$ cat src/rtl/button_debounce_pkg.sv
// Shared types and timing defaults for the pushbutton debouncer and its
// downstream LED blinker (Rate_sel encoding lives here).
package button_debounce_pkg;

  localparam int CLK_HZ                  = 27_000_000;
  localparam int DEFAULT_DEBOUNCE_CYCLES = CLK_HZ / 100;  // 10 ms
  localparam int DEFAULT_LONG_CYCLES     = CLK_HZ;        // 1 s

  typedef enum logic [1:0] {
    IDLE         = 2'd0,
    PRESS_WAIT   = 2'd1,
    PRESSED      = 2'd2,
    RELEASE_WAIT = 2'd3
  } state_t;

  // Blink-rate codes consumed by the LED blinker
  localparam logic [1:0] RATE_1HZ  = 2'd0;
  localparam logic [1:0] RATE_2HZ  = 2'd1;
  localparam logic [1:0] RATE_5HZ  = 2'd2;
  localparam logic [1:0] RATE_10HZ = 2'd3;

  function automatic logic [1:0] next_rate(input logic [1:0] rate);
    return rate + 2'd1;
  endfunction

endpackage

$ cat src/rtl/button_debounce_sync.sv
// Two-flop synchroniser for a single asynchronous input bit.
module sync_2ff (
  input  logic Clock,
  input  logic Reset_n,
  input  logic d,
  output logic q
);

  logic meta;

  always_ff @(posedge Clock or negedge Reset_n) begin
    if (!Reset_n) begin
      meta <= 1'b0;
      q    <= 1'b0;
    end else begin
      meta <= d;
      q    <= meta;
    end
  end

endmodule

$ cat src/rtl/button_debounce.sv
// Pushbutton debouncer: accepted press/release/long-press strobes plus a
// blink-rate selector stepped by short presses and reset by a long press.
module button_debounce
  import button_debounce_pkg::*;
#(
  parameter int DEBOUNCE_CYCLES = DEFAULT_DEBOUNCE_CYCLES,
  parameter int LONG_CYCLES     = DEFAULT_LONG_CYCLES,
  parameter bit ACTIVE_LOW      = 1'b0
) (
  input  logic       Clock,
  input  logic       Reset_n,
  input  logic       Button_raw,
  output logic       Button_level,
  output logic       Press_pulse,
  output logic       Release_pulse,
  output logic       Long_pulse,
  output logic [1:0] Rate_sel,
  output state_t     Dbg_state
);

  localparam int DW = $clog2(DEBOUNCE_CYCLES) + 1;
  localparam int HW = $clog2(LONG_CYCLES) + 1;
  localparam logic [DW-1:0] DB_LAST   = DW'(DEBOUNCE_CYCLES - 1);
  localparam logic [HW-1:0] HOLD_LAST = HW'(LONG_CYCLES - 1);
  localparam logic [HW-1:0] HOLD_SAT  = HW'(LONG_CYCLES);

  if (DEBOUNCE_CYCLES < 2 || LONG_CYCLES <= DEBOUNCE_CYCLES) begin : g_bad_params
    $error("button_debounce: need DEBOUNCE_CYCLES >= 2 and LONG_CYCLES > DEBOUNCE_CYCLES");
  end

  logic          raw_in;
  logic          sample;
  state_t        state, state_d;
  logic [DW-1:0] db_cnt, db_cnt_d;
  logic [HW-1:0] hold_cnt, hold_cnt_d;
  logic          level_d, press_d, release_d, long_d;
  logic [1:0]    rate_d;

  assign raw_in = Button_raw ^ ACTIVE_LOW;

  sync_2ff u_sync (
    .Clock   (Clock),
    .Reset_n (Reset_n),
    .d       (raw_in),
    .q       (sample)
  );

  always_comb begin
    state_d    = state;
    db_cnt_d   = db_cnt;
    hold_cnt_d = hold_cnt;
    level_d    = Button_level;
    rate_d     = Rate_sel;
    press_d    = 1'b0;
    release_d  = 1'b0;
    long_d     = 1'b0;

    case (state)
      IDLE: begin
        db_cnt_d = '0;
        if (sample) state_d = PRESS_WAIT;
      end
      PRESS_WAIT: begin
        if (sample == Button_level) begin
          db_cnt_d = '0;
          state_d  = IDLE;
        end else if (db_cnt == DB_LAST) begin
          db_cnt_d   = '0;
          hold_cnt_d = '0;
          state_d    = PRESSED;
          level_d    = 1'b1;
          press_d    = 1'b1;
        end else begin
          db_cnt_d = db_cnt + DW'(1);
        end
      end
      PRESSED: begin
        db_cnt_d = '0;
        if (!sample) state_d = RELEASE_WAIT;
      end
      RELEASE_WAIT: begin
        if (sample == Button_level) begin
          db_cnt_d = '0;
          state_d  = PRESSED;
        end else if (db_cnt == DB_LAST) begin
          db_cnt_d  = '0;
          state_d   = IDLE;
          level_d   = 1'b0;
          release_d = 1'b1;
          // A saturated hold count means this press already issued Long_pulse
          if (hold_cnt != HOLD_SAT) rate_d = next_rate(Rate_sel);
        end else begin
          db_cnt_d = db_cnt + DW'(1);
        end
      end
      default: state_d = IDLE;
    endcase

    // Hold time keeps running through release bounce; a release edge wins over Long_pulse
    if ((state == PRESSED || state == RELEASE_WAIT) && !release_d) begin
      if (hold_cnt == HOLD_LAST) begin
        long_d = 1'b1;
        rate_d = RATE_1HZ;
      end
      if (hold_cnt != HOLD_SAT) hold_cnt_d = hold_cnt + HW'(1);
    end
  end

  always_ff @(posedge Clock or negedge Reset_n) begin
    if (!Reset_n) begin
      state         <= IDLE;
      db_cnt        <= '0;
      hold_cnt      <= '0;
      Button_level  <= 1'b0;
      Press_pulse   <= 1'b0;
      Release_pulse <= 1'b0;
      Long_pulse    <= 1'b0;
      Rate_sel      <= RATE_1HZ;
    end else begin
      state         <= state_d;
      db_cnt        <= db_cnt_d;
      hold_cnt      <= hold_cnt_d;
      Button_level  <= level_d;
      Press_pulse   <= press_d;
      Release_pulse <= release_d;
      Long_pulse    <= long_d;
      Rate_sel      <= rate_d;
    end
  end

  assign Dbg_state = state;

endmodule

$ cat config.mk
export PLATFORM = sky130hd
export DESIGN_NAME = button_debounce
export DESIGN_NICKNAME = d
export VERILOG_FILES = /design/src/rtl/button_debounce_pkg.sv /design/src/rtl/button_debounce_sync.sv /design/src/rtl/button_debounce.sv
export SDC_FILE = /design/constraint.sdc
export NUM_CORES = 1
export LEC_CHECK = 0
export BUFFER_PORTS_ARGS = -buffer_cell sky130_fd_sc_hd__buf_2
export CAP_MARGIN = 5
export CORE_MARGIN = 3
export CORE_UTILIZATION = 55
export DETAILED_ROUTE_END_ITERATION = 16
export HOLD_SLACK_MARGIN = 0.03
export PLACE_DENSITY = 0.72
export SLEW_MARGIN = 40
export SYNTH_ARGS = -nofsm -noshare
export SYNTH_HDL_FRONTEND = slang
export SYNTH_SLANG_ARGS = --single-unit
export TNS_END_PERCENT = 10
$ cat constraint.sdc
create_clock -name Clock -period 6.31 [get_ports Clock]
set_input_delay 0.9465 -clock Clock [delete_from_list [all_inputs] [get_ports Clock]]
set_output_delay 0.9465 -clock Clock [all_outputs]
set_load 0.1 [all_outputs]
# Word level (Yosys, flattened, before mapping)
# Cells that the tools add are included.
[classes]
n_addsub = 3
reduce_logical = 9
n_mux = 32
eq_ne = 15
[op_table]
columns = ["cell", "count"]
rows = [
  ["two-way mux 26 bit", 5],
  ["two-way mux 20 bit", 2],
  ["case mux 20 bit (2 select lines)", 1],
  ["adder 26 x 1 -> 26 bit (second input constant)", 1],
  ["== test 26 x 25 -> 1 bit (second input constant)", 1],
  ["inequality test 26 x 25 -> 1 bit (second input constant)", 1],
  ["two-way mux 2 bit", 12],
  ["adder 20 x 1 -> 20 bit (second input constant)", 1],
  ["== test 20 x 19 -> 1 bit (second input constant)", 1],
  ["two-way mux 1 bit", 10],
  ["inequality test 2 bit (second input constant)", 5],
  ["case mux 2 bit (4 select lines)", 1],
  ["inequality test 3 bit (second input constant)", 2],
  ["AND reduction 5 bit", 1],
  ["== test 2 bit (second input constant)", 2],
  ["AND reduction 4 bit", 1],
  ["OR reduction 2 bit", 2],
  ["adder 2 x 1 -> 2 bit (second input constant)", 1],
  ["== test 2 x 1 -> 1 bit (second input constant)", 1],
  ["zero test 2 bit", 1],
  ["inequality test 2 x 1 -> 1 bit (second input constant)", 1],
  ["case mux 1 bit (2 select lines)", 1],
  ["nonzero test 2 bit", 1],
  ["== test 1 bit", 1],
  ["3 further kinds", 3],
]
[totals]
out_inout_bits = 8
ff_bits = 56
word_cells = 69
input_bits = 3

# Longest topological paths before layout
[depth]
word_depth = 7
depth_mapped = 8
ltp_nobuf = 7

# Modules after synthesis
# A second synthesis with hierarchy kept.
[hier_totals]
cells_unflattened = 303
area_unflattened_um2 = 2971.6
[by_module_without_submodules]
columns = ["mod", "area_each_um2", "cells_each", "seq_area_each_um2", "n_inst"]
rows = [
  ["button_debounce", 2921.6, 301, 1351.3, 1],
  ["sync_2ff", 50.0, 2, 50.0, 1],
]

# Worst setup path after synthesis
# Ideal clock, no wire load.
[synth_path]
path_kind = "reg2reg"
start = "reg Button_level"
end = "reg hold_cnt[13]"
synth_period_minus_slack_ns = 2.288
arrival_time_ns = 2.148
path_stages_with_launch = 8
slack_ns = 4.022
n_path_buf = 2
required_time_ns = 6.170
setup_ns = 0.140
path_cell_list = "dfrtp_1 xor2_1 and4_1 and2_1 buf_2 buf_6 o311ai_0 o41ai_1"
[synth_between]
elab_chain_len = 6
word_cells_on_any_way = 9
classes_between = "1 x eq/ne; 6 x mux; 2 x reduce/logical"
[synth_lines]
columns = ["item", "line_no", "text"]
rows = [
  ["start, declared", "button_debounce.sv:13", "output logic Button_level,"],
  ["start signal, assigned", "button_debounce.sv:123", "Button_level <= level_d;"],
  ["== test 1 bit *", "button_debounce.sv:64, button_debounce.sv:82", ""],
  ["two-way mux 1 bit", "button_debounce.sv:82", "if (sample == Button_level) begin"],
  ["two-way mux 1 bit", "button_debounce.sv:58", "case (state)"],
  ["zero test 1 bit", "button_debounce.sv:100", "if ((state == PRESSED || state == RELEASE_WAIT) && !release_d) begin"],
  ["logical AND 1 bit", "button_debounce.sv:100", ""],
  ["two-way mux 26 bit *", "button_debounce.sv:100", ""],
  ["named net hold_cnt_d[13]", "button_debounce.sv:35", "logic [HW-1:0] hold_cnt, hold_cnt_d;"],
  ["end signal, assigned", "button_debounce.sv:122", "hold_cnt <= hold_cnt_d;"],
  ["end, declared", "button_debounce.sv:35", ""],
]
# The timed path passes the listed nets; every way through them passes the cells marked *.
# A chain may end at the register's enable or synchronous reset.

# Final worst setup path
[layout_path]
start = "reg hold_cnt[0]"
end = "reg hold_cnt[0]"
[layout_between]
elab_chain_len = 5
word_cells_on_any_way = 7
classes_between = "1 x add/sub; 1 x eq/ne; 5 x mux"
[layout_lines]
columns = ["item", "line_no"]
rows = [
  ["branches (longest 4 deep; another with adder 26 x 1 -> 26 bit)", "--"],
  ["two-way mux 26 bit *", "button_debounce.sv:100"],
  ["named net hold_cnt_d[0]", "button_debounce.sv:35"],
]
# Mark *: on every way through the listed nets, which the timed path passes.

==> metrics <==
clock slew seen by the registers of the worst setup and hold paths=roughly 0.09 ns; endpoint of the worst setup timing path=hold_cnt[0]; number of buffers on the longest clock path=2; combined flip-flop and latch cell area=~0.0014 mm^2; CTS root buffer=sky130_fd_sc_hd__clkbuf_8; reg2reg start=hold_cnt[0]; start point of the critical path=hold_cnt[0]; remaining antenna violation count=0; setup fix buffers added after clock tree synthesis=0; Via-to-Cell Ratio=approximately 5.9; clock tree from TritonCTS=built; most frequent standard cell in the layout excluding fill and tap cells=sky130_fd_sc_hd__dfrtp_1; Post-Synthesis Cells=a little under 300; endpoint arrival time on the critical path=about 2.6 ns; area of the core=around 0.005 mm^2; fin crit share=38.85%; fraction of final layout cells sized beyond drive strength 1=under 10%; final total negative setup slack=0 ns; Worst path slowest cell=sky130_fd_sc_hd__o31ai_4; DRC viols=0; number of nets produced by synthesis=about 300; Max Cap Viol=0; initial DRC count=around 170; number of placed instances with taps included=360; overall track demand over capacity in global routing=between 10% and 20%; final setup violation count=0; total number of cells along the worst setup path=8; average instance area after synthesis=9.882 um^2; total wire length=5396 um; category of the most critical setup path=flip-flop to flip-flop; cts bufs inserted=5; count of unique library cells instantiated by Yosys=37; top-level port count=11; class of the tightest hold or removal check=flip-flop to flip-flop; H-tree levels=2; CP Max Fanout=19; Layout fillers=~430; Final Hold Violating Endpoints=0; Final Max Slew Viols=0; reg2reg path depth=8; Crit. End Element=flip-flop; pwr dens=~190 mW/mm^2; via count of the first global-routing pass=between 2000 and 2500; routability congestion estimate from global placement=between 0.8 and 0.9; worst setup slack for register-to-register paths=about 3.9 ns; ant diodes=0; HPWL after DPL=approximately 3600 um; global-route wire length before repair=9770 um; total grt overflow=0; height of the die=between 70 and 80 um; number of sinks handled by clock tree synthesis=between 50 and 60; number of rows in the core area=25; unrepaired setup endpoints after global routing=false; initial antenna violation count=0; Slew @ Worst Pin=between 0.7 and 0.8 ns; startpoint of the lowest-slack hold path=u_sync.meta; most frequent cells in the layout=sky130_fd_sc_hd__dfrtp_1, sky130_fd_sc_hd__nand2_1, sky130_fd_sc_hd__nor2_1; count of hold buffers inserted by post-cts repair=0; nature of the critical path startpoint=flip-flop; Max transition margin=between 50% and 60%; Die Outline Area=0.006210 mm^2; Syn-to-layout area delta=5.665%; area of combinational cells with multiple inputs=between 0.001 and 0.0015 mm^2; crit-path max cell delay=0.64 ns; Chip Width=78.81 um; worst path cell trace=inv_1 > ha_1 > nor3b_1 > nand4_1 > o31ai_4 > buf_4 > nor2_1 > mux2i_1; number of buffers inserted by port buffering=10; cell class contributing the biggest share of worst-path delay=compound AO/OA/AOI/OAI gates; routed len/inst=approximately 15 um; static leakage=roughly 1.2 nW; status=completed; Initial Util=roughly three fifths; number of standard cells in the final layout excluding fillers=~370; nets=306; overall via count from detail_route=about 2200; maximum achievable frequency=slightly above 400 MHz; register area share after synthesis=48.07%; detailed-routing iteration count for the pre-antenna-repair pass=4; Synth Cell Area=about 0.003 mm^2; shortest period the worst path allows=between 2 and 2.5 ns; maximum vdd ir drop=about 0.17 mV; required time of the critical path=~6.5 ns; source-to-sink clock delay at the later pin of the worst-skew pair=approximately 0.3 ns; number of flip-flops and latches in the synthesized netlist=56; FF-to-FF End=hold_cnt[0]; core utilization of the finished layout=a little over three fifths; pin count of the biggest net entering global routing=57; PostCTS Resize Cnt=0; synth warn=0; buffering stage count on the worst path with inverters included=2; final worst clock skew=about 0.0064 ns; Hold WS=0.3628 ns
## how the worst min path moves through the flow
stage / to / slack, ns / depth (start not counted)
final: u_sync.q / 0.36 / 0
after global routing: u_sync.q / 0.38 / 0
after CTS: u_sync.q / 0.37 / 0
after detailed placement: u_sync.q / 0.34 / 0
after global placement: u_sync.q / 0.35 / 0
after floorplan: u_sync.q / 0.33 / 0
## metrics by stage
step / power (W) / worst slack (ns) / area, um^2
2_1_floorplan: 0.0003832 / 4.022 / 2915
3_3_place_gp: 0.0003939 / 3.840 / 2975
3_5_place_dp: 0.0003938 / 3.902 / 2982
4_1_cts: 0.0005921 / 3.868 / 3074
5_1_grt: 0.0006100 / 3.584 / 3080
6_report: 0.0005848 / 3.859 / 3080
## synth_stat cells, drive strengths merged
| library cell | instances | share of area [%] |
|---|---|---|
| nor4 | 4 | 0.86 |
| xor2 | 8 | 2.4 |
| and4b | 2 | 0.69 |
| nor2 | 28 | 3.6 |
| inv | 9 | 1.2 |
| and4 | 7 | 2.1 |
| mux2i | 17 | 5.8 |
| or4 | 1 | 0.26 |
| o22ai | 1 | 0.21 |
| dfrtp | 56 | 48 |
| o41ai | 8 | 2.4 |
| o21ai | 3 | 0.51 |
| or4b | 1 | 0.34 |
| nor3 | 15 | 2.6 |
| and3 | 10 | 2.1 |
| nand2 | 33 | 4.2 |
| nor4b | 4 | 1.4 |
| buf | 8 | 2.3 |
| ha | 3 | 1.3 |
| and2 | 3 | 0.64 |
| clkbuf | 6 | 0.77 |
| a2111o | 1 | 0.39 |
| a21oi | 4 | 0.69 |
| nand4 | 13 | 2.8 |
| nand3 | 23 | 3.9 |
| or3 | 2 | 0.43 |
| o311ai | 8 | 2.4 |
| a31o | 1 | 0.30 |
| nor3b | 3 | 0.94 |
| xnor2 | 11 | 3.3 |
| o31ai | 2 | 0.99 |
## metal layers
metal | routed length, um | GRT usage, % | vias to the layer above
li1 | - | - | 1085
met1 | 2808 | 28.74 | 1050
met2 | 2330 | 28.78 | 39
met3 | 214 | 4.195 | 4
met4 | 42 | 5.070 | 0
met5 | 0 | 0 | -
## area by class of cell
| type | instances | share of cell area, % |
|---|---|---|
| clock buffers | 6 | 2.681 |
| multi-input cells | 216 | 45.57 |
| repair buffers | 12 | 2.112 |
| inverters | 9 | 1.097 |
| flip-flops and latches | 56 | 45.49 |
| well taps | 67 | 2.721 |
| clock inverters | 2 | 0.3249 |
## flip-flops by register name, indices dropped and copies added (netlist names)
register / flops
Press_pulse: 1
db_cnt: 20
u_sync.meta: 1
Rate_sel: 2
Dbg_state: 2
hold_cnt: 26
Release_pulse: 1
u_sync.q: 1
Button_level: 1
Long_pulse: 1
## worst register-to-register path: cells and delay by family (launching register included)
family	cells	cell delay [ns]
DFF	1	0.46
AOI/OAI and AO/OA	1	0.64
buffers and inverters	2	0.44
adders and majority gates	1	0.13
muxes	1	0.16
and+or+nand+nor	3	0.50
## cell families (layout without fill, tap and decap cells)
kind of cell / after synthesis / count (layout) / synth area share, %
xor+xnor: 19 / 19 / 5.708
mux: 17 / 17 / 5.837
fa+ha+maj: 3 / 3 / 1.288
compound gates: 28 / 28 / 7.897
simple gates: 149 / 149 / 27.00
buf+inv: 23 / 29 / 4.206
flops: 56 / 56 / 48.07
## power breakdown
group,internal [W],switching [W],total [W]
clock,0.0000879,0.000111,0.000199
sequential,0.000361,0.00000199,0.000363
combinational,0.00000353,0.0000194,0.0000230
total,0.000453,0.000132,0.000585
Power figures use the tool's default switching activity.
